[config.mk]
export PLATFORM = sky130hd
export DESIGN_NAME = vv_alu_config_sequencer
export DESIGN_NICKNAME = d
export VERILOG_FILES = /design/src/rtl/vv_alu_config_sequencer.sv
export SDC_FILE = /design/constraint.sdc
export NUM_CORES = 1
export LEC_CHECK = 0
export CORE_ASPECT_RATIO = 0.6
export CORE_MARGIN = 5
export CORE_UTILIZATION = 45
export CTS_BUF_LIST = sky130_fd_sc_hd__clkbuf_4 sky130_fd_sc_hd__clkbuf_8
export DETAILED_ROUTE_END_ITERATION = 8
export PLACE_DENSITY = 0.72
export SYNTH_ARGS = -nofsm -noshare
export SYNTH_HDL_FRONTEND = slang
export SYNTH_SLANG_ARGS = --single-unit
export TNS_END_PERCENT = 30
[constraint.sdc]
create_clock -name clk -period 7.8 [get_ports clk]
set_input_delay 2.34 -clock clk [delete_from_list [all_inputs] [get_ports clk]]
set_output_delay 2.34 -clock clk [all_outputs]
set_load 0.02 [all_outputs]
[src/rtl/vv_alu_config_sequencer.sv]
// vv_alu_config_sequencer
// Buffers host firmware bytes in a small FIFO, pauses lane tracing so the ALU
// pipeline can drain, streams one uninterrupted block on configId/configData
// to the selected target, parks configId at the idle ID, then restores tracing.
// Optional feature macro: CFG_TIMEOUT_EN (bounded wait for FIFO fill in DRAIN).
module vv_alu_config_sequencer #(
    parameter int         FIFO_DEPTH     = 32,
    parameter int         DRAIN_CYCLES   = 4,
    parameter logic [7:0] IDLE_CONFIG_ID = 8'hFF,
    parameter int         TIMEOUT_CYCLES = 1024
) (
    input  logic       clk,
    input  logic       rst,
    input  logic       trace_enable,
    input  logic       cfg_byte_valid,
    input  logic [7:0] cfg_byte,
    output logic       cfg_byte_ready,
    input  logic       cfg_start,
    input  logic [7:0] cfg_target_id,
    input  logic [7:0] cfg_len,
    output logic       tracing,
    output logic [7:0] configId,
    output logic [7:0] configData,
    output logic       busy,
    output logic       done,
    output logic       error
);

    localparam int AW = $clog2(FIFO_DEPTH);
    localparam int CW = AW + 1;
    localparam int DW = $clog2(DRAIN_CYCLES + 1);

    // Parameter sanity: a bad configuration stops elaboration instead of misbehaving
    if (FIFO_DEPTH < 2 || (FIFO_DEPTH & (FIFO_DEPTH - 1)) != 0) begin : gBadDepth
        $error("FIFO_DEPTH must be a power of two and at least 2");
    end
    if (DRAIN_CYCLES < 1) begin : gBadDrain
        $error("DRAIN_CYCLES must be at least 1");
    end
    if (TIMEOUT_CYCLES < 1) begin : gBadTimeout
        $error("TIMEOUT_CYCLES must be at least 1");
    end

    typedef enum logic [1:0] {IDLE, DRAIN, STREAM, GAP} state_t;

    state_t         state_q, state_d;
    logic [7:0]     fifoMem [FIFO_DEPTH];
    logic [AW-1:0]  wrPtr_q, rdPtr_q;
    logic [CW-1:0]  count_q, count_d;
    logic [DW-1:0]  drainCnt_q, drainCnt_d;
    logic [7:0]     target_q, target_d;
    logic [7:0]     len_q, len_d;
    logic [7:0]     streamCnt_q, streamCnt_d;
    logic           error_q, error_d;
    logic           tracing_q, done_q, busy_q;
    logic [7:0]     configId_q, configData_q;
    logic           full, push, pop;

`ifdef CFG_TIMEOUT_EN
    localparam int WW = $clog2(TIMEOUT_CYCLES + 1);
    logic [WW-1:0]  waitCnt_q, waitCnt_d;
`endif

    assign full           = (count_q == CW'(FIFO_DEPTH));
    assign cfg_byte_ready = !full;
    assign push           = cfg_byte_valid && !full;
    assign pop            = (state_d == STREAM);
    assign count_d        = count_q + CW'(push) - CW'(pop);

    assign tracing    = tracing_q;
    assign configId   = configId_q;
    assign configData = configData_q;
    assign busy       = busy_q;
    assign done       = done_q;
    assign error      = error_q;

    // Next-state logic: block acceptance, drain timing, stream length and the one-cycle gap
    always_comb begin
        state_d     = state_q;
        drainCnt_d  = drainCnt_q;
        target_d    = target_q;
        len_d       = len_q;
        streamCnt_d = streamCnt_q;
        error_d     = error_q;
`ifdef CFG_TIMEOUT_EN
        waitCnt_d   = waitCnt_q;
`endif
        case (state_q)
            IDLE: begin
                if (cfg_start) begin
                    if (32'(cfg_len) > FIFO_DEPTH) begin
                        error_d = 1'b1;
                    end else begin
                        target_d   = cfg_target_id;
                        len_d      = cfg_len;
                        error_d    = 1'b0;
                        drainCnt_d = '0;
                        state_d    = DRAIN;
`ifdef CFG_TIMEOUT_EN
                        waitCnt_d  = '0;
`endif
                    end
                end
            end
            DRAIN: begin
                if (drainCnt_q != DW'(DRAIN_CYCLES)) begin
                    drainCnt_d = drainCnt_q + 1'b1;
                end
                if (drainCnt_d == DW'(DRAIN_CYCLES)) begin
                    if (len_q == 8'd0) begin
                        state_d = GAP;
                    end else if (32'(count_q) >= 32'(len_q)) begin
                        state_d     = STREAM;
                        streamCnt_d = 8'd1;
                    end
`ifdef CFG_TIMEOUT_EN
                    else if (drainCnt_q == DW'(DRAIN_CYCLES)) begin
                        waitCnt_d = waitCnt_q + 1'b1;
                        if (waitCnt_d == WW'(TIMEOUT_CYCLES)) begin
                            error_d = 1'b1;
                            state_d = IDLE;
                        end
                    end
`endif
                end
            end
            STREAM: begin
                if (streamCnt_q == len_q) begin
                    state_d = GAP;
                end else begin
                    streamCnt_d = streamCnt_q + 8'd1;
                end
            end
            GAP: begin
                state_d = IDLE;
            end
            default: begin
                state_d = IDLE;
            end
        endcase
    end

    // State, FIFO pointers and registered bus outputs; reset flushes the FIFO
    always_ff @(posedge clk or posedge rst) begin
        if (rst) begin
            state_q      <= IDLE;
            wrPtr_q      <= '0;
            rdPtr_q      <= '0;
            count_q      <= '0;
            drainCnt_q   <= '0;
            target_q     <= '0;
            len_q        <= '0;
            streamCnt_q  <= '0;
            error_q      <= 1'b0;
            tracing_q    <= 1'b0;
            configId_q   <= IDLE_CONFIG_ID;
            configData_q <= '0;
            busy_q       <= 1'b0;
            done_q       <= 1'b0;
        end else begin
            state_q      <= state_d;
            count_q      <= count_d;
            drainCnt_q   <= drainCnt_d;
            target_q     <= target_d;
            len_q        <= len_d;
            streamCnt_q  <= streamCnt_d;
            error_q      <= error_d;
            if (push) wrPtr_q <= wrPtr_q + 1'b1;
            if (pop)  rdPtr_q <= rdPtr_q + 1'b1;
            tracing_q    <= (state_q == IDLE && state_d == IDLE) ? trace_enable : 1'b0;
            configId_q   <= pop ? target_q : IDLE_CONFIG_ID;
            configData_q <= pop ? fifoMem[rdPtr_q] : 8'd0;
            busy_q       <= (state_d != IDLE);
            done_q       <= (state_d == GAP);
        end
    end

    // FIFO storage needs no reset: the pointers alone define what is valid
    always_ff @(posedge clk) begin
        if (push) fifoMem[wrPtr_q] <= cfg_byte;
    end

`ifdef CFG_TIMEOUT_EN
    // Counts DRAIN cycles spent waiting for bytes once the drain period is over
    always_ff @(posedge clk or posedge rst) begin
        if (rst) waitCnt_q <= '0;
        else     waitCnt_q <= waitCnt_d;
    end
`endif

endmodule
==> load_flow_metrics.sql <==
INSERT INTO impl_metrics (metric_group, metric, value, unit) VALUES
('outcome', 'outcome', 'completed', ''),
('worst_setup_path', 'crit_buf_inv', '3', ''),
('routing', 'route.met2.wl', '10.2', 'mm'),
('routing', 'viasPerCell', '5.52', ''),
('final_layout', 'layout.cell_area.non_filler', '14800', 'sq um'),
('floorplan', 'num_rows', '48', ''),
('floorplan', 'coreArea', '28600', 'sq um'),
('worst_setup_path', 'setup.reg_to_reg.worst_slack', '3990', 'ps'),
('worst_setup_path', 'cpMaxStageDelayCell', 'or4_4', ''),
('clock_tree', 'cts-buffers-inserted', '46', ''),
('timing', 'setup_viol_count_final', '0', ''),
('routing', 'postRouteWirelength', '26.5', 'mm'),
('timing', 'tightestPinTransition', '1270', 'ps'),
('grt', 'global_router_s_overall_resource_usage', '16.7', '%'),
('yosys', 'ys.flop_type', 'edfxtp_1', ''),
('final_layout', 'commonest_cells_after_routing_fill_and_taps_aside', 'edfxtp_1, mux4_2, dfrtp_1', ''),
('final_layout', 'finish.cell_count_without_fillers', '1181', ''),
('worst_setup_path', 'cp-start-kind', 'input pin', ''),
('timing', 'final_hold_viol_count', '0', ''),
('yosys', 'synth-seq-area-share', '71.8', '%'),
('timing', 'timing.fmax', '0.184', 'GHz'),
('worst_setup_path', 'worst_r2r_endpoint', 'count_q[5]', ''),
('yosys', 'post_synth_edffs', '256', ''),
('timing', 'rsz_0062_raised_after_global_routing', 'no', ''),
('routing', 'remaining_drc_errors', '0', ''),
('routing', 'avg_wl_per_cell', '22.4', 'microns'),
('final_layout', 'synthToLayoutAreaGrowth', '14.3', '%'),
('clock_tree', 'cts-resized-gates', '0', ''),
('routing', 'top_layer_used', 'met4', ''),
('power', 'finalPower', '5020', 'uW'),
('routing', 'ant_nets', '0', ''),
('floorplan', 'die_width', '229', 'microns'),
('hold_path', 'min_delay_path_depth', '1', ''),
('worst_setup_path', 'timing.setup.critical_path_class', 'in -> reg', ''),
('clock_tree', 'post-cts-setup-buffer-count', '0', ''),
('routing', 'first_pass_iters', '5', ''),
('clock_tree', 'cts.root.buffer_cell', 'clkbuf_8', ''),
('clock_tree', 'cts.path.max_buffers', '3', ''),
('final_layout', 'layout_commonest_cell', 'edfxtp_1', ''),
('final_layout', 'seqCellArea', '9330', 'sq um'),
('yosys', 'synth_area_per_cell', '18.7', 'sq um'),
('final_layout', 'final_layout_size_suffix_gt1_share', '24.4', '%'),
('routing', 'vias', '6520', ''),
('timing', 'fin_worst_skew', '15.4', 'ps'),
('placement', 'detailedPlacementHpwl', '17.0', 'mm'),
('worst_setup_path', 'path_cells', 'clkdlybuf4s50_1 -> or4_4 -> o21ai_4 -> nand4_4 -> and2_4 -> nand3_4 -> inv_2 -> ha_1 -> inv_1 -> ha_1 -> fa_1 -> a21oi_1 -> nor2_1 -> nor2_1 -> xnor2_1', ''),
('routing', 'drt_first_iter_violations', '778', ''),
('power', 'vdd_ir_drop_max', '0.261', 'mV'),
('timing', 'timing.final.crit_period', '5440', 'ps'),
('placement', 'postPlaceCellArea', '13900', 'sq um'),
('floorplan', 'floorplan.die_area', '32400', 'sq um'),
('placement', 'place.gp.congestion', '0.801', ''),
('worst_setup_path', 'worstPathMaxFanout', '18', ''),
('yosys', 'yosys_warnings', '0', ''),
('worst_setup_path', 'worst-endpoint-arrival', '5930', 'ps'),
('power', 'leakagePower', '0.00506', 'uW'),
('grt', 'maximum_number_of_pins_on_one_net_before_global_route_repair', '66', ''),
('hold_path', 'worstHoldPathType', 'reg -> reg', ''),
('yosys', 'netlist_area', '13000', 'sq um'),
('grt', 'overflow', '0', ''),
('floorplan', 'die-height', '142', 'microns'),
('final_layout', 'antennaDiodeCount', '0', ''),
('clock_tree', 'clock_insertion_delay_worst_skew', '570', 'ps'),
('grt', 'grt_antenna_before_repair', '2', ''),
('final_layout', 'layout.core_utilization', '51.9', '%'),
('yosys', 'synth.ff_latch_count', '321', ''),
('hold_path', 'hold_path_end', 'configId[6]', ''),
('run', 'drv_cap', '0', ''),
('clock_tree', 'clock_tree_from_tritoncts', 'yes', ''),
('final_layout', 'nFillCells', '2248', ''),
('yosys', 'synth_cell_type_count', '56', '');
[power breakdown]
| part | internal (uW) | switching (uW) |
|---|---|---|
| combinational | 657 | 710 |
| clock | 760 | 629 |
| sequential | 2060 | 206 |
[sequential cells by signal, summed over array words and instances (netlist names), 2 cells and up]
name / count
configData: 8
configId: 8
count_q: 6
drainCnt_q: 3
fifoMem: 256
len_q: 8
rdPtr_q: 5
state_q: 2
streamCnt_q: 8
target_q: 8
wrPtr_q: 5
[through the flow]
stage               setup slack [ps]  hold WS (ps)
floorplan                       2630           436
global placement                1850           443
detailed placement              1790           448
CTS                             2390           467
global route                    2150           490
finish                          2360           463
[how the worst max path moves through the flow]
stage                from         end  slack (ps)  depth (start not counted)
6_report       cfg_len[0]  count_q[4]        2360                         15
5_1_grt        cfg_len[0]  count_q[4]        2150                         15
4_1_cts        cfg_len[0]  count_q[4]        2390                         15
3_5_place_dp   cfg_len[0]  count_q[4]        1790                         15
3_3_place_gp   cfg_len[0]  count_q[4]        1850                         15
2_1_floorplan  cfg_len[0]  count_q[4]        2630                         16
[worst reg2reg max path, cell delays in order (launching register included)]
cell       delay, ps
dfrtp_1          400
inv_1            110
ha_1             220
nand2_1           90
a2111oi_1        470
nand2_1          160
o31ai_4          360
nand3_4          260
inv_2            320
ha_1             220
inv_1             60
ha_1             270
a21o_1           160
a21oi_1          210
o21bai_1          90
a21oi_1          180
xnor2_1          140
[kinds of logic after synthesis]
group | share of synthesized area (%)
multiplexers | 15.3
XOR/XNOR | 1.28
adder cells (fa/ha/maj) | 2.28
buffers and inverters | 1.69
AO/OA/AOI/OAI | 1.94
AND/OR/NAND/NOR | 5.71
flip-flops | 71.8
[per-layer routing]
metal / vias up / global-route usage, %
met5: - / 0
met4: 0 / 3.76
met3: 37 / 3.44
met2: 267 / 20.2
met1: 3341 / 29.7
li1: 2875 / -
[layout make-up]
class / count / area share (%)
inverters: 23 / 0.582
flip-flops and latches: 321 / 62.9
well taps: 375 / 3.16
repair buffers: 56 / 3.66
clock inverters: 17 / 0.936
clock buffers: 68 / 5.63
multi-input cells: 321 / 23.2
[Yosys cell counts, types with 3 or more instances]
cell      instances  area share, %
edfxtp_1        256             59
mux4_2           80             14
dfrtp_1          57             11
nor2_1           50            1.4
nand2_1          44            1.3
ha_1             22            2.1
inv_1            21           0.61
clkbuf_1         16           0.46
nand2b_1         10           0.48
xnor2_1          10           0.67
mux2i_1           9           0.69
nand4_1           9           0.43
xor2_1            9           0.61
dfstp_2           8            1.6
mux2_2            8           0.69
a21oi_1           7           0.27
buf_2             7           0.27
nand3_1           6           0.23
o21ai_0           6           0.23
and3_1            5           0.24
and2_1            4           0.19
buf_1             4           0.12
nand3b_1          3           0.17
nor2b_1           3           0.14
nor3_1            3           0.12
Power figures use the tool's default switching activity.
==> RTL edit 1 (same flow settings) <==
`configData_q` no longer has a reset.
--- a/src/rtl/vv_alu_config_sequencer.sv
+++ b/src/rtl/vv_alu_config_sequencer.sv
@@ -154,7 +154,6 @@
             error_q      <= 1'b0;
             tracing_q    <= 1'b0;
             configId_q   <= IDLE_CONFIG_ID;
-            configData_q <= '0;
             busy_q       <= 1'b0;
             done_q       <= 1'b0;
         end else begin
@@ -169,10 +168,13 @@
             if (pop)  rdPtr_q <= rdPtr_q + 1'b1;
             tracing_q    <= (state_q == IDLE && state_d == IDLE) ? trace_enable : 1'b0;
             configId_q   <= pop ? target_q : IDLE_CONFIG_ID;
-            configData_q <= pop ? fifoMem[rdPtr_q] : 8'd0;
             busy_q       <= (state_d != IDLE);
             done_q       <= (state_d == GAP);
         end
+    end
+
+    always_ff @(posedge clk) begin
+        configData_q <= pop ? fifoMem[rdPtr_q] : 8'd0;
     end
 
     // FIFO storage needs no reset: the pointers alone define what is valid
Formal check against the unedited RTL: not equivalent (Yosys sat finds a counterexample within 10 cycles, from zero or initial values and one cycle with rst high; the reset may be asserted at any time).
==> RTL edit 1 against the original RTL <==
Die area is 0.62% lower; critical endpoint unchanged; cell area is 0.89% lower; sequential cell count stayed put; synthesized cell count is 2.4% higher; routed wire length is 0.48% higher; area after synthesis is 0.66% lower; worst setup slack worse by 440 ps.
Power is not compared: it rests on default switching activity, and its combinational part moved more than twofold at a synthesized area within 25%.
==> RTL edit 1: results (changes against the original RTL) <==
Status:
- The flow ran to the end, and the final reports show no timing, DRC or antenna violations.

Synth:
- The net count of the mapped netlist is 763 (+2.3%).
- The sequential share of the synthesized area is 72.0% (+0.16 points).
- The synthesized instance count is 711 (+2.4%).
- The distinct cell type count after synthesis was 45 (-20%).
- Counting instances in the post-synthesis netlist gives the leading cell types as sky130_fd_sc_hd__edfxtp_1, sky130_fd_sc_hd__mux4_2, sky130_fd_sc_hd__nor2_1.
- In the post-synthesis netlist, the biggest area contributors are sky130_fd_sc_hd__edfxtp_1, sky130_fd_sc_hd__mux4_2, sky130_fd_sc_hd__dfrtp_1.
- The fraction of registers with async set or reset after synthesis is 17.8% (-2.5 points).

Detailed routing:
- The wire length per cell after detailed routing is 22.3 µm (-0.37%).
- The first-iteration detailed-routing DRC count is 658 (-15%).
- The total via count in the routed design is 6,578 (+0.89%).

Global routing:
- The largest net degree at the start of global routing is 58 (-12%).
- The global-route wire length before repair is 40,600 µm (about the same).
- The global-route usage over all layers was 16.7% (about the same).
- The via count of the first global-routing pass is 6,653 (+3.0%).
- The number of antenna violations at the first check in global routing is 1 (-1).

Critical path:
- The slowest stage of the critical path belongs to the cell sky130_fd_sc_hd__and3_1.
- The reg2reg setup slack is 3630 ps (-360 ps).
- The data arrival time of the worst path is 6360 ps (+430 ps).
- The top fanout value on the critical path is 21 (+3).
- The largest stage delay on the critical path is 710 ps (+160 ps).

Place:
- The final HPWL from detailed placement is 16,900 µm (-0.65%).
- The pre-CTS worst setup slack is 1360 ps (-430 ps).
- The number of placed cells counting well taps is 1,108 (+1.1%).
- The final weighted congestion in routability-driven placement came to 0.779 (-2.7%).

Cells and area:
- The final-stage net count came to 833 (+1.5%).
- The fraction of final layout cells sized beyond drive strength 1 is 21.7% (-2.8 points).
- The number of filler cells placed in the layout is 2,281 (+1.5%).
- The number of standard cells in the layout, taps in and fillers out is 1,191 (+0.85%).

Timing:
- The actual slew at the worst max-slew pin is 1320 ps (+51.0 ps).
- The post-route clock skew is 15.6 ps (+0.208 ps).
- The final clock period utilization by the worst path is 75.4% (+5.7 points).
==> RTL edit 1: cell count changes in the layout (fill, tap and decap cells not counted), moves of 3 or more <==
cell and change:
sky130_fd_sc_hd__mux2_2 -7, sky130_fd_sc_hd__dfxtp_1 +8, sky130_fd_sc_hd__or3_1 +8, sky130_fd_sc_hd__nand4_1 -6, sky130_fd_sc_hd__dfrtp_1 -8, sky130_fd_sc_hd__o21ai_0 +9, sky130_fd_sc_hd__nand2b_1 -7, sky130_fd_sc_hd__o31ai_1 +3
sky130_fd_sc_hd__nand2_1 +4, sky130_fd_sc_hd__nand3_1 +10
==> RTL edit 1: power breakdown <==
part           switching (µW)  internal, µW
logic                     357           240
clock network             631           735
registers                98.7          2020
==> RTL edit 1: through the flow <==
stage	util (%)	area, µm²	hold WS (ps)
final	51.7	14700	478
after global routing	51.7	14700	502
after CTS	51.7	14700	481
after detailed placement	48.4	13800	459
after global placement	48.4	13800	447
after floorplan	-	12900	439
==> RTL edit 1: metal layers <==
metal  vias up  track usage (%)  wire, µm
met5         -                0         0
met4         0             4.55       444
met3        43             5.29      2620
met2       235             21.9     10800
met1      3390             26.6     12700
li1       2910                -         -
==> RTL edit 1: kinds of logic (layout without fill, tap and decap cells) <==
logic type / Yosys count / in the layout / share of synthesized area (%)
adder cells (fa/ha/maj): 23 / 23 / 2.29
AND/OR/NAND/NOR: 164 / 164 / 6.09
XOR/XNOR: 19 / 19 / 1.29
multiplexers: 89 / 89 / 14.7
AO/OA/AOI/OAI: 40 / 40 / 1.95
buffers and inverters: 55 / 160 / 1.69
flip-flops: 321 / 321 / 72.0
==> RTL edit 1: worst max-delay path: cells and delay by family <==
family | cells | cell delay (ps)
AO/OA/AOI/OAI | 2 | 460
XOR/XNOR | 1 | 130
adder cells (fa/ha/maj) | 3 | 890
buffers and inverters | 3 | 530
AND/OR/NAND/NOR | 6 | 1990
==> RTL edit 1: path summary, 6_finish.rpt <==
path,cells past startpoint,startpoint,end
max,15,cfg_len[2],count_q[4]
min,1,target_q[6],configId[6]
max reg2reg,16,drainCnt_q[0],count_q[5]
min reg2reg,1,target_q[6],configId[6]
max in group asynchronous,3,rst,rdPtr_q[0]
min in group asynchronous,3,rst,busy
==> RTL edit 1: area by class of cell <==
cell class | count | area, µm² | share of cell area, %
clock buffers | 65 | 807 | 5.49
clock inverters | 18 | 135 | 0.919
inverters | 23 | 86.3 | 0.587
multi-input cells | 335 | 3390 | 23.1
flip-flops and latches | 321 | 9290 | 63.2
well taps | 375 | 469 | 3.19
repair buffers | 54 | 528 | 3.59
==> RTL edit 2 (same settings) <==
Made on the original files. The option `CFG_TIMEOUT_EN` is turned on by a define.
--- a/src/rtl/vv_alu_config_sequencer.sv
+++ b/src/rtl/vv_alu_config_sequencer.sv
@@ -3,6 +3,8 @@
 // pipeline can drain, streams one uninterrupted block on configId/configData
 // to the selected target, parks configId at the idle ID, then restores tracing.
 // Optional feature macro: CFG_TIMEOUT_EN (bounded wait for FIFO fill in DRAIN).
+`define CFG_TIMEOUT_EN
+
 module vv_alu_config_sequencer #(
     parameter int         FIFO_DEPTH     = 32,
     parameter int         DRAIN_CYCLES   = 4,
Function: no difference found for any inputs over 4 cycles, from zero or initial values and one cycle with rst high; that may be too few to reach the edited logic, so the function may still have changed.
==> RTL edit 2 against the original RTL <==
Power increased by 8.2%; combinational power grew 21%; fmax rose by 20%; cell area up 5.2%; routed wire length increased by 9.4%; via count rose by 13%; critical path depth is 8 lower; area after synthesis rose by 5.8%; hold slack hardly changed; worst setup slack better by 910 ps; sequential cell count up 11; first-iteration DRC count up 9.5%; critical path type unchanged; critical endpoint is now waitCnt_q[1].
==> RTL edit 2: results (changes against the original RTL) <==
Critical path:
- The largest stage delay on the critical path is 620 ps (+70 ps).
- The data arrival time of the worst path is 4950 ps (-980 ps).
- Among all stages on the critical path, the largest delay is contributed by sky130_fd_sc_hd__nand3_1.

Detailed routing:
- The wire length per cell after detailed routing came to 21.9 µm (-2.3%).
- The detailed-route vias per instance was 5.55 (+0.61%).
- The first-iteration detailed-routing DRC count came to 852 (+9.5%).
- The total via count in the routed design is 7,343 (+13%).

Power:
- The worst vdd rail ir drop is 0.202 mV (-22%).
- The leakage dissipation is 0.00542 µW (+7.1%).

Cells and area:
- The number of filler cells placed in the layout is 2,452 (+9.1%).
- The final-stage net count is 930 (+13%).
- The number of diodes is 0 (unchanged).
- The flip-flop and latch area is 9600 µm² (+3.0%).
- The fraction of final layout cells sized beyond drive strength 1 is 21.1% (-3.3 points).

Synth:
- The average cell area after synthesis is 16.9 µm² (-9.5%).
- The fraction of registers with async set or reset after synthesis is 22.9% (+2.6 points).
- The commonest cells after synthesis are sky130_fd_sc_hd__edfxtp_1, sky130_fd_sc_hd__mux4_2, sky130_fd_sc_hd__dfrtp_1.
- The multiplexer share of the synthesized area was 14.0% (-1.3 points).
- The sequential share of the synthesized area is 69.9% (-1.9 points).
- The xor and xnor area share after synthesis came to 1.52% (+0.24 points).
- The net count of the mapped netlist is 864 (+16%).
- The post-synthesis share of cell area spent on full adders, half adders and majority gates is 2.24% (-0.033 points).

Place:
- The number of placed cells counting well taps is 1,235 (+13%).
- The pre-CTS worst setup slack is 2720 ps (+926 ps).
- The placement-stage cell area is 14,600 µm² (+5.4%).
- The final weighted congestion in routability-driven placement was 0.797 (-0.42%).
- The final HPWL from detailed placement is 18,500 µm (+9.3%).

Timing:
- The post-route clock skew was 30.9 ps (+15.5 ps).
- The actual slew at the worst max-slew pin is 1300 ps (+28.4 ps).

Clock network:
- The buffers inserted during post-CTS setup optimization came to 0 (unchanged).
- The number of buffers created by CTS came to 48 (+4.3%).

Global routing:
- The global-route wire length before repair was 44,700 µm (+10%).
- The largest net degree at the start of global routing was 77 (+17%).
- The global-route usage over all layers is 17.1% (+0.40 points).
- The via count of the first global-routing pass was 7,181 (+11%).

Status:
- The flow ran to the end, and the final reports show no timing, DRC or antenna violations.
RTL edit 2: changes by cell type after synthesis, sizes merged, moves of 6 or more:
cell    unedited run  this run
nand2             44        63
nor4               1         8
o21ai              7        25
clkbuf            16        26
mux2               8         2
nor2              50        59
dfrtp             57        68
a21oi              8        15
nand3              7        19
RTL edit 2: layer usage:
layer  vias to the layer above  share of wire, %  GRT usage (%)
met5                         -                 0              0
met4                         0               1.4           3.51
met3                        40                11           5.65
met2                       337                40           21.6
met1                      3687                48           28.4
li1                       3279                 -              -
RTL edit 2: logic make-up after synthesis:
group                    Yosys count
AO/OA/AOI/OAI                     76
XOR/XNOR                          23
adder cells (fa/ha/maj)           24
buffers and inverters             66
flip-flops                       332
multiplexers                      92
AND/OR/NAND/NOR                  198
RTL edit 2: worst paths after layout:
check / startpoint / end / slack [ps] / cells after the start
worst max register to register: len_q[2] / count_q[4] / 3310 / 17
worst min register to register: target_q[5] / configId[5] / 460 / 1
min in group asynchronous: rst / configData[6] / 2410 / 3
max in group asynchronous: rst / rdPtr_q[0] / 4610 / 3
worst max-delay path: cfg_len[1] / waitCnt_q[1] / 3280 / 7
worst min-delay path: target_q[5] / configId[5] / 460 / 1
RTL edit 2: worst reg2reg max path, cell delays in order (launching register included):
cell and delay, ps:
sky130_fd_sc_hd__dfrtp_1 380, sky130_fd_sc_hd__inv_1 80, sky130_fd_sc_hd__ha_1 290, sky130_fd_sc_hd__a21oi_1 140, sky130_fd_sc_hd__o21ai_0 90, sky130_fd_sc_hd__a221oi_1 750, sky130_fd_sc_hd__o41a_1 710, sky130_fd_sc_hd__clkinv_2 440
sky130_fd_sc_hd__ha_1 400, sky130_fd_sc_hd__inv_1 60, sky130_fd_sc_hd__ha_1 160, sky130_fd_sc_hd__inv_1 60, sky130_fd_sc_hd__fa_1 430, sky130_fd_sc_hd__inv_1 70, sky130_fd_sc_hd__a21oi_1 60, sky130_fd_sc_hd__nor2_1 100
sky130_fd_sc_hd__nor2_1 60, sky130_fd_sc_hd__xnor2_1 110
RTL edit 2: layout make-up:
| cell class | count | area share, % |
|---|---|---|
| clock buffer | 73 | 5.72 |
| clock inverter | 14 | 0.601 |
| inverter | 27 | 0.666 |
| multi-input combinational | 413 | 24.8 |
| sequential | 332 | 61.6 |
| tap | 408 | 3.27 |
| timing repair buffer | 55 | 3.43 |
RTL edit 2: power by group:
| part | switching [µW] | internal (µW) | leakage [µW] | total [µW] |
|---|---|---|---|---|
| combinational | 905 | 751 | 0.00166 | 1660 |
| clock | 647 | 764 | 0.000531 | 1410 |
| sequential | 218 | 2150 | 0.00323 | 2370 |
| total | 1770 | 3670 | 0.00542 | 5430 |
